<file path="src/rtl/seg_display_scanner.sv">
// Four-digit common-anode seven-segment scanner with frame-aligned double buffering.
// Optional leading-zero suppression: define SEG_LZ_BLANK_EN.
module seg_display_scanner #(
   parameter int unsigned REFRESH_DIV = 100000,
   parameter int unsigned CNT_W       = 17
) (
   input  logic        clk,
   input  logic        rst,
   input  logic        load,
   input  logic [15:0] value,
   input  logic [3:0]  dp_mask,
   input  logic [3:0]  blank_mask,
   output logic [3:0]  anode,
   output logic [6:0]  seg,
   output logic        dp,
   output logic        frame,
   output logic        pending
);

   logic [CNT_W-1:0] cnt;
   logic [1:0]       idx;
   logic             tick;
   logic             commit;
   logic             commit_q;

   logic [15:0] act_val, pnd_val;
   logic [3:0]  act_dp, pnd_dp;
   logic [3:0]  act_blank, pnd_blank;

   logic [3:0]  nib;
   logic [6:0]  glyph;
   logic [3:0]  lz;
   logic        dark;
   logic [3:0]  anode_d;
   logic [6:0]  seg_d;
   logic        dp_d;

   assign tick   = (cnt == CNT_W'(REFRESH_DIV - 1));
   assign commit = tick && (idx == 2'd3);

   always_ff @(posedge clk or negedge rst) begin
      if (!rst) begin
         cnt       <= '0;
         idx       <= '0;
         commit_q  <= 1'b0;
         frame     <= 1'b0;
         pending   <= 1'b0;
         act_val   <= '0;
         act_dp    <= '0;
         act_blank <= '1;
         pnd_val   <= '0;
         pnd_dp    <= '0;
         pnd_blank <= '1;
      end else begin
         cnt <= tick ? '0 : cnt + 1'b1;
         if (tick)
            idx <= idx + 1'b1;
         // frame trails commit by two edges so it coincides with digit 0 reaching the pins
         commit_q <= commit;
         frame    <= commit_q;
         if (commit) begin
            pending <= 1'b0;
            if (load) begin
               act_val   <= value;
               act_dp    <= dp_mask;
               act_blank <= blank_mask;
            end else if (pending) begin
               act_val   <= pnd_val;
               act_dp    <= pnd_dp;
               act_blank <= pnd_blank;
            end
         end else if (load) begin
            pnd_val   <= value;
            pnd_dp    <= dp_mask;
            pnd_blank <= blank_mask;
            pending   <= 1'b1;
         end
      end
   end

   always_comb begin
      nib = '0;
      case (idx)
         2'd0: nib = act_val[3:0];
         2'd1: nib = act_val[7:4];
         2'd2: nib = act_val[11:8];
         2'd3: nib = act_val[15:12];
         default: nib = '0;
      endcase
   end

   always_comb begin
      glyph = 7'h7F;
      case (nib)
         4'h0: glyph = 7'h40;
         4'h1: glyph = 7'h79;
         4'h2: glyph = 7'h24;
         4'h3: glyph = 7'h30;
         4'h4: glyph = 7'h19;
         4'h5: glyph = 7'h12;
         4'h6: glyph = 7'h02;
         4'h7: glyph = 7'h78;
         4'h8: glyph = 7'h00;
         4'h9: glyph = 7'h10;
         4'hA: glyph = 7'h08;
         4'hB: glyph = 7'h03;
         4'hC: glyph = 7'h46;
         4'hD: glyph = 7'h21;
         4'hE: glyph = 7'h06;
         4'hF: glyph = 7'h0E;
         default: glyph = 7'h7F;
      endcase
   end

   always_comb begin
      lz = '0;
`ifdef SEG_LZ_BLANK_EN
      lz[3] = (act_val[15:12] == 4'h0);
      lz[2] = lz[3] && (act_val[11:8] == 4'h0);
      lz[1] = lz[2] && (act_val[7:4] == 4'h0);
`endif
      dark    = act_blank[idx] | lz[idx];
      anode_d = ~(4'b0001 << idx);
      seg_d   = dark ? 7'h7F : glyph;
      dp_d    = dark ? 1'b1 : ~act_dp[idx];
   end

   always_ff @(posedge clk or negedge rst) begin
      if (!rst) begin
         anode <= '1;
         seg   <= '1;
         dp    <= 1'b1;
      end else begin
         anode <= anode_d;
         seg   <= seg_d;
         dp    <= dp_d;
      end
   end

endmodule

</file>
<file path="config.mk">
export PLATFORM = sky130hd
export DESIGN_NAME = seg_display_scanner
export DESIGN_NICKNAME = d
export VERILOG_FILES = /design/src/rtl/seg_display_scanner.sv
export SDC_FILE = /design/constraint.sdc
export NUM_CORES = 1
export LEC_CHECK = 0
export BUFFER_PORTS_ARGS = -buffer_cell sky130_fd_sc_hd__buf_2
export CAP_MARGIN = 20
export CORE_UTILIZATION = 59
export CTS_BUF_LIST = sky130_fd_sc_hd__clkbuf_4 sky130_fd_sc_hd__clkbuf_8 sky130_fd_sc_hd__clkbuf_16
export DETAILED_ROUTE_END_ITERATION = 7
export PLACE_DENSITY = 0.8
export SETUP_SLACK_MARGIN = 0.5
export SYNTH_ARGS = -nofsm -noshare
export SYNTH_HDL_FRONTEND = slang
export SYNTH_SLANG_ARGS = --single-unit
</file>
<file path="constraint.sdc">
create_clock -name clk -period 2.8 [get_ports clk]
set_input_delay 0.42 -clock clk [delete_from_list [all_inputs] [get_ports clk]]
set_output_delay 0.42 -clock clk [all_outputs]
set_load 0.02 [all_outputs]
</file>
# After elaboration in Yosys (flattened, before gate mapping)
# Memory sizes are Yosys's and may differ from the RTL's.
# Index checks and enable logic that the tools add are counted.
# totals
n_memories	1
word_cells	51
romBits	112
regBits	82
# memory_table
name	words	width	read_ports	rd_ports_with_merged_regs	wr	line_no	rtl
(name not given)	16	7	1	0	0	94	case (nib)
# classes
order_cmp	1
bitwise	4
n_addsub	2
shift	1
n_mux	18
eq_ne	4
reduce_logical	6
# op_table
cell	count
16-bit 2-to-1 mux	2
17-bit by 1-bit adder with 17-bit output, second input constant	1
17-bit == test, second input constant	1
17-bit 2-to-1 mux	1
4-bit 2-to-1 mux	4
4-bit case mux with 4 select lines	1
7-bit 2-to-1 mux	1
1-bit binary-select mux with 2-bit select	3
1-bit 2-to-1 mux	6
2-bit == test, second input constant	2
4-bit inverter	1
2-bit AND reduction	2
2-bit nonzero test	2
1-bit by 2-bit left shift with 4-bit output, first input constant	1
2-bit by 3-bit less-than comparator with 1-bit output, second input constant	1
2-bit by 1-bit adder with 2-bit output, second input constant	1
2-bit by 1-bit == test with 1-bit output, second input constant	1
2-bit logical NOT	1
1-bit inverter	2
1-bit logical AND	1
1-bit bitwise OR	1

# Longest topological paths before layout
# Gate-level depths: netlist (run 1).
# logic_depth
ltp_word	4
depth_mapped	10
mapped_depth_nobuf	10

# Worst setup path after synthesis (run 1)
# OpenSTA, ideal clock, no wires.
# synth_path
path_type	register to register
start	reg idx[1]
end	reg seg[6]
setup_ns	0.107
t_arrival_ns	2.081
path_buffers	1
stages_incl_launch_ff	11
path_slack_ns	0.611
cell_sequence	dfrtp_1 > ha_1 > clkbuf_1 > a22oi_1 > nand2_1 > mux2i_1 > inv_1 > ha_1 > nor2b_1 > a21oi_1 > o221ai_1
# synth_between
elab_chain_len	4
word_cells_on_any_way	12
# synth_lines
element	line_no	rtl
start, declared	21	logic [1:0] idx;
start signal, assigned	57	idx <= idx + 1'b1;
2-bit == test, or another cell as far along	83	case (idx)
4-bit case mux with 4 select lines or 1-bit 2-to-1 mux (tied branches)	83, 122	
memory 16 x 7 bit or 1-bit bitwise OR (tied branches)	-	
7-bit 2-to-1 mux *	124	seg_d = dark ? 7'h7F : glyph;
named net seg_d[6]	35	logic [6:0] seg_d;
end signal, assigned	135	seg <= seg_d;
end, declared	14	output logic [6:0] seg,
# Mark *: on every way through the listed nets, which the timed path passes. The rest lies on a longest branch. The select of a mux whose other input is x is not followed.
# A chain may end at the register's enable or synchronous reset.

# Worst setup path after layout (run 1)
# layout_path
start	reg idx[0]
end	reg seg[5]
# Same word-level chain as after synthesis.

==> flow_metrics.tcl, run 1 <==
set metrics [dict create \
    status "finished clean" \
    cts_tree "built" \
    holdWs_ps 53.8 \
    utilization 0.692 \
    synthArstFlopShare 1.00 \
    period_needed_ps 2200 \
    powerDensity_nw_per_um2 509 \
    synth_area_um2 4110 \
    finalNonFillerCells 536 \
    antennaDiodeCount 0 \
    finalClockSkew_ps 12.2 \
    wire_per_inst_um 16.7 \
    die_area_um2 7310 \
    final_cell_mix "nor2_1 (103), dfrtp_1 (61), buf_2 (39), a21oi_1 (27)" \
    p_sw_uw 609 \
    clockBufferDepth 2 \
    drcViolationCount 0 \
    total_power_mw 2.38 \
    initial_utilization 0.609 \
    yosysWarnings 0 \
    vias 3156 \
    p_sw_frac 0.256 \
    fin_crit_sh 0.787 \
    cap_violations 0 \
    ys.flop_type "dfrtp_1" \
    ios 41 \
    die_h_um 85.5 \
    path_cells "buf_6 -> ha_4 -> a222oi_1 -> mux2i_2 -> buf_4 -> ha_2 -> nor2b_1 -> a21oi_1 -> o221ai_1" \
    worstPathArrival_ps 2440 \
    fmax_mhz 454 \
    hold_viol 0 \
    antenna_found_initial 0 \
    synth-edff-count 0 \
    first_pass_iters 6 \
    area_delta_synth_final_pct 13.7 \
    r2r_setup_slack_ps 600 \
    vias_per_cell 5.89 \
    crit_path_end_kind "flip-flop" \
    grt_pass1_vias 3062 \
    crit_path_max_fanout 5 \
    grt-ovfl-total 0 \
    worstSkewPairLatency_ps 350 \
    cpLargestDelayFamily "compound AO/OA/AOI/OAI gates" \
    htreeDepth 3 \
    synth.distinct_cells 41 \
    root_buffer "clkbuf_8" \
    hold_buffers 0 \
    ir_drop_v 0.000398 \
    power.share.sequential 0.555 \
    p_int_mw 1.77 \
    combPwrFrac 0.115 \
    ys_ff_latch 82 \
    place_inst 510 \
    startpoint_type "flip-flop" \
    die_w_um 85.5 \
    syn-instance-count 402 \
    setup_viol 0 \
    path_clk_slew_ps 80 \
    grt_max_degree 45 \
    initialDrtViolationCount 195 \
    layout-drive-gt1-share 0.305 \
    nNetsFinal 490 \
    drv_slew 0 \
    drtAntennaViolNets 0 \
    place.gp.congestion 0.828 \
    rows 30 \
    slowest_stage "dfrtp_1" \
    crit_type "flip-flop to flip-flop" \
    io_buffer_count 40 \
    relSlewSlack 0.538 \
    max_stage_delay_ps 410 \
    hold_class "primary input to asynchronous set/reset pin" \
    ys_seq_area_frac 0.505 \
    final_common_cell "nor2_1" \
    coreArea_um2 6760 \
    tightest_slew_ps 692 \
    p_leak_nw 2.15 \
    syn-num-nets 441 \
    dpl.hpwl_um 5780 \
    cp.required_ps 3030 \
    fillers 508 \
    p_clk_frac 0.330 \
    grtUsageTotal 0.268 \
    routed_wl_um 8940 \
    finalSetupTns_ps 0 \
    cts_buffers 9 \
    cts_sinks 82 \
    path_buf_inv 2 \
    avgSynthCellArea_um2 10.2 \
    grt_pass1_wl_um 15100 \
    rsz0062_at_grt "no" \
]
## power by group through the flow
stage               Clock, mW  Sequential [mW]  Combinational, mW
floorplan                   0             1.35              0.151
global route            0.853             1.33              0.300
finish                  0.785             1.32              0.274
global placement            0             1.34              0.249
CTS                     0.804             1.32              0.263
detailed placement          0             1.34              0.259
## cell families after synthesis
family	after synthesis	synth area share
simple gates	170	0.190
xor+xnor	16	0.0341
mux	33	0.109
buf+inv	34	0.0462
flops	82	0.505
compound gates	55	0.0791
fa+ha+maj	12	0.0365
## worst reg2reg max path: cells and delay by family, from the launching register on
family | cells | cell delay, ps
flip-flops | 1 | 410
buffers and inverters | 2 | 320
multiplexers | 1 | 190
AND/OR/NAND/NOR | 1 | 140
AO/OA/AOI/OAI | 3 | 670
adder cells (fa/ha/maj) | 2 | 340
## final cells by class
type	count	area (um^2)	share of cell area
Sequential cell	82	2080	0.444
Multi-Input combinational cell	287	1920	0.411
Timing Repair Buffer	59	353	0.0754
Clock buffer	12	153	0.0326
Tap cell	80	100	0.0214
Inverter	12	45.0	0.00963
Clock inverter	4	27.5	0.00589
## stage by stage
step | worst slack [ps] | instance area [um^2]
6_report | 597 | 4680
3_5_place_dp | 366 | 4350
3_3_place_gp | 492 | 4350
4_1_cts | 475 | 4570
2_1_floorplan | 611 | 4110
5_1_grt | 497 | 4680
## state kept, by name, indices dropped and copies added (netlist names)
signal,cells
pnd_blank,4
anode,4
pending,1
dp,1
act_blank,4
idx,2
pnd_dp,4
act_val,16
frame,1
seg,7
pnd_val,16
act_dp,4
commit_q,1
cnt,17
## layer usage
metal	global-route usage	wire, um	up-vias	part of all wire
met2	0.411	4340	120	0.49
met5	0	0	-	0
met3	0.0395	451	19	0.050
met4	0.123	210	0	0.023
li1	-	-	1474	-
met1	0.381	3930	1543	0.44
## final timing paths
kind,start,endpoint,depth (start not counted)
worst max-delay path,idx[0],seg[5],9
worst min-delay path,rst,cnt[7],1
worst max register to register,idx[0],seg[5],9
worst min register to register,commit_q,frame,0
max in group asynchronous,rst,anode[1],2
min in group clk,value[6],pnd_val[6],2
## repair_timing
action | CTS | global route
hold endpoints to repair | 0 | 0
gates resized for setup | 4 | 16
buffers inserted | 2 | 7
endpoints found under the setup margin | 9 | 42
pin swaps | 1 | 2
gates cloned | 1 | 0
## cells in the mapped netlist (6+ instances only)
library cell  number  share of area
nand2_1           14          0.013
and3_1             6         0.0091
ha_1              12          0.036
nand4b_1           6          0.013
buf_2              6         0.0073
clkbuf_1           9         0.0082
o22ai_1            6         0.0091
dfrtp_1           62           0.38
xnor2_1           10          0.021
mux2_4            20          0.073
nor2_1           103          0.094
mux2i_1            6          0.015
xor2_1             6          0.013
nor3_1            18          0.022
o21ai_0           10          0.012
nand3_1            8         0.0097
dfstp_2           20           0.13
inv_1             12          0.011
mux2_2             6          0.016
a21oi_1           27          0.033
Power figures use the tool's default switching activity.
==> inputs of run 2 (changes only) <==
--- a/config.mk
+++ b/config.mk
@@ -5,12 +5,13 @@
 export SDC_FILE = /design/constraint.sdc
 export NUM_CORES = 1
 export LEC_CHECK = 0
+export ABC_AREA = 1
 export BUFFER_PORTS_ARGS = -buffer_cell sky130_fd_sc_hd__buf_2
 export CAP_MARGIN = 20
-export CORE_UTILIZATION = 59
+export CORE_UTILIZATION = 53
 export CTS_BUF_LIST = sky130_fd_sc_hd__clkbuf_4 sky130_fd_sc_hd__clkbuf_8 sky130_fd_sc_hd__clkbuf_16
 export DETAILED_ROUTE_END_ITERATION = 7
-export PLACE_DENSITY = 0.8
+export PLACE_DENSITY = 0.75
 export SETUP_SLACK_MARGIN = 0.5
 export SYNTH_ARGS = -nofsm -noshare
 export SYNTH_HDL_FRONTEND = slang
==> constraint.sdc (replaced) <==
create_clock -name clk -period 2 [get_ports clk]
set_input_delay 0.3 -clock clk [delete_from_list [all_inputs] [get_ports clk]]
set_output_delay 0.3 -clock clk [all_outputs]
set_load 0.02 [all_outputs]
==> run 2 against run 1 <==
  * Synthesized area rose by 3.3%
  * Maximum frequency grew 24%
  * Power grew 29%
  * Sequential share of layout area down 7.8 points
  * Non-clock buffer count grew 16
  * Die area rose by 15%
  * Clock-buffer cell count is 3 lower
  * Sequential power is 31% higher
  * Largest power group unchanged
  * Register-to-register slack worse by 380 ps
==> flow_metrics.tcl, run 2 <==
set metrics [dict create \
    synth_area_um2 4250 \
    drtAntennaViolNets 0 \
    initialDrtViolationCount 173 \
    drv_slew 0 \
    ir_drop_v 0.000583 \
    root_buffer "clkbuf_8" \
    netlist_top_cells_area "dfrtp_1 (37%), nand2_1 (15%), dfstp_2 (12%)" \
    rsz0062_at_grt "yes" \
    coreArea_um2 7730 \
    synth_area_leader_cell "dfrtp_1" \
    fmax_mhz 561 \
    synth-edff-count 0 \
    powerDensity_nw_per_um2 542 \
    crit_type "flip-flop to flip-flop" \
    grt_pass1_vias 3450 \
    rows 32 \
    grt_pass1_wl_um 15400 \
    path_cells "inv_4 -> ha_4 -> inv_6 -> nand2_2 -> o21bai_4 -> inv_4 -> ha_4 -> nand3_1 -> nand2_1 -> nand2_1 -> nand3_1" \
    vias_per_cell 5.39 \
    area_delta_synth_final_pct 33.6 \
    synthArstFlopShare 1.00 \
    startpoint_type "flip-flop" \
    min_to "pnd_blank[3]" \
    finalSetupTns_ps 0 \
    first_pass_iters 4 \
    top_register "cnt" \
    ios 41 \
    worstPathArrival_ps 2060 \
    hold_path_depth 3 \
    die_w_um 91.5 \
    yosysWarnings 0 \
    r2r_setup_slack_ps 220 \
    vias 3666 \
    grt_max_degree 37 \
    cts_buffers 9 \
    holdWs_ps 160 \
    worstSkewPairLatency_ps 360 \
    cap_violations 0 \
    antenna_found_initial 0 \
    hold_class "primary input to flip-flop" \
    status "finished clean" \
    grt-ovfl-total 0 \
    fin_crit_sh 0.891 \
    crit_path_end_kind "flip-flop" \
    cts_tree "built" \
    synth_commonest_cells "nand2_1 (175), nand3_1 (63), dfrtp_1 (62)" \
    relSlewSlack 0.662 \
    p_sw_frac 0.262 \
    slowest_stage "dfrtp_2" \
    regToRegEndpoint "seg[3]" \
    grtUsageTotal 0.232 \
    cts_sinks 82 \
    fillers 525 \
    period_needed_ps 1780 \
    total_power_mw 3.08 \
    dpl.hpwl_um 6040 \
    routed_wl_um 10600 \
    syn-instance-count 499 \
    crit_path_max_fanout 6 \
    combPwrFrac 0.084 \
    top_regs "cnt (17), act_val (16), pnd_val (16)" \
    final_cell_mix "nand2_1 (147), dfrtp_1 (59), nand3_2 (39), buf_2 (39), nor2_1 (29)" \
    synth.distinct_cells 32 \
    setup_viol 0 \
    largest_register_ffs 17 \
    p_sw_uw 807 \
    initial_utilization 0.550 \
    path_buf_inv 3 \
    tightest_slew_ps 507 \
    r2r-start "idx[0]" \
    placed_cell_area_um2 4640 \
    hold_start "blank_mask[3]" \
    fin_ws_ps 218 \
    ys_seq_area_frac 0.489 \
    synth_most_common_cell "nand2_1" \
    cp-startpoint "idx[0]" \
    hold_viol 0 \
    nNetsFinal 612 \
    finalClockSkew_ps 14.9 \
    avgSynthCellArea_um2 8.52 \
    place.gp.congestion 0.898 \
    die_h_um 91.5 \
    io_buffer_count 40 \
    syn-num-nets 538 \
    yosysTopAreaCellShare 0.365 \
    drcViolationCount 0 \
    p_int_mw 2.27 \
    htreeDepth 3 \
    ys_ff_latch 82 \
    die_area_um2 8380 \
    cp.required_ps 2280 \
    worst-r2r-cell-count 11 \
    power.share.sequential 0.563 \
    max_stage_delay_ps 480 \
    wire_per_inst_um 15.5 \
    p_leak_nw 2.71 \
    clockBufferDepth 2 \
    path_clk_slew_ps 90 \
    cpLargestDelayFamily "flip-flops" \
    layout-drive-gt1-share 0.458 \
    final_common_cell "nand2_1" \
    p_clk_frac 0.353 \
    antennaDiodeCount 0 \
    final_cell_area_um2 5680 \
    dp_slack_ps 150 \
    ys.flop_type "dfrtp_1" \
]
-- run 2: cells by family (layout without fill, tap and decap cells) --
logic type / Yosys count / after routing / synth area share
AND/OR/NAND/NOR: 301 / 304 / 0.313
flip-flops: 82 / 82 / 0.489
buffers and inverters: 55 / 131 / 0.0612
multiplexers: 24 / 24 / 0.0636
AO/OA/AOI/OAI: 17 / 17 / 0.0212
adder cells (fa/ha/maj): 12 / 12 / 0.0353
XOR/XNOR: 8 / 8 / 0.0165
-- run 2: layout make-up --
type | instances | area [um^2] | area share
clock buffers | 9 | 124 | 0.0218
inverters | 37 | 166 | 0.0293
well taps | 102 | 128 | 0.0225
clock inverters | 7 | 51.3 | 0.00904
repair inverters | 3 | 48.8 | 0.00860
multi-input cells | 365 | 2500 | 0.441
flip-flops and latches | 82 | 2080 | 0.367
repair buffers | 75 | 577 | 0.102
-- run 2: worst max path at each step --
stage,endpoint,slack (ps),cells after the start
final,seg[3],220,11
after global routing,seg[5],130,11
after CTS,seg[3],260,11
after detailed placement,seg[3],150,11
after global placement,seg[3],220,11
after floorplan,seg[3],310,11
-- run 2: repair_timing --
action / in CTS / in global routing
pin swaps: 10 / 47
cloned: 2 / 7
setup endpoints to repair: 62 / 65
hold endpoints to repair: 17 / 0
gates resized for setup: 30 / 96
setup buffers: 14 / 9
hold buffers: 1 / 0
-- run 2: worst reg2reg max path, delay by kind of cell (launching register included) --
| family | cells | cell delay [ps] |
|---|---|---|
| compound gates | 1 | 220 |
| fa+ha+maj | 2 | 370 |
| buf+inv | 3 | 250 |
| flops | 1 | 480 |
| simple gates | 5 | 400 |
-- run 2: power groups by stage --
stage | logic, mW | clock network [mW] | registers (mW)
final | 0.259 | 1.09 | 1.73
after global routing | 0.286 | 1.17 | 1.74
after floorplan | 0.118 | 0 | 1.75
after global placement | 0.200 | 0 | 1.76
after detailed placement | 0.201 | 0 | 1.76
after CTS | 0.210 | 1.11 | 1.73
-- run 2: layer usage --
layer  share of wire  vias to the layer above  track usage
met5               0                        -            0
met4           0.024                        0       0.0780
met3           0.046                       27       0.0553
met2            0.53                      102        0.383
met1            0.40                     1783        0.298
li1                -                     1754            -
-- run 2: per-stage QoR --
| step | utilization | std cells |
|---|---|---|
| floorplan | - | 499 |
| finish | 0.735 | 680 |
| detailed placement | 0.601 | 631 |
| CTS | 0.658 | 664 |
| global placement | 0.601 | 631 |
| global route | 0.735 | 680 |
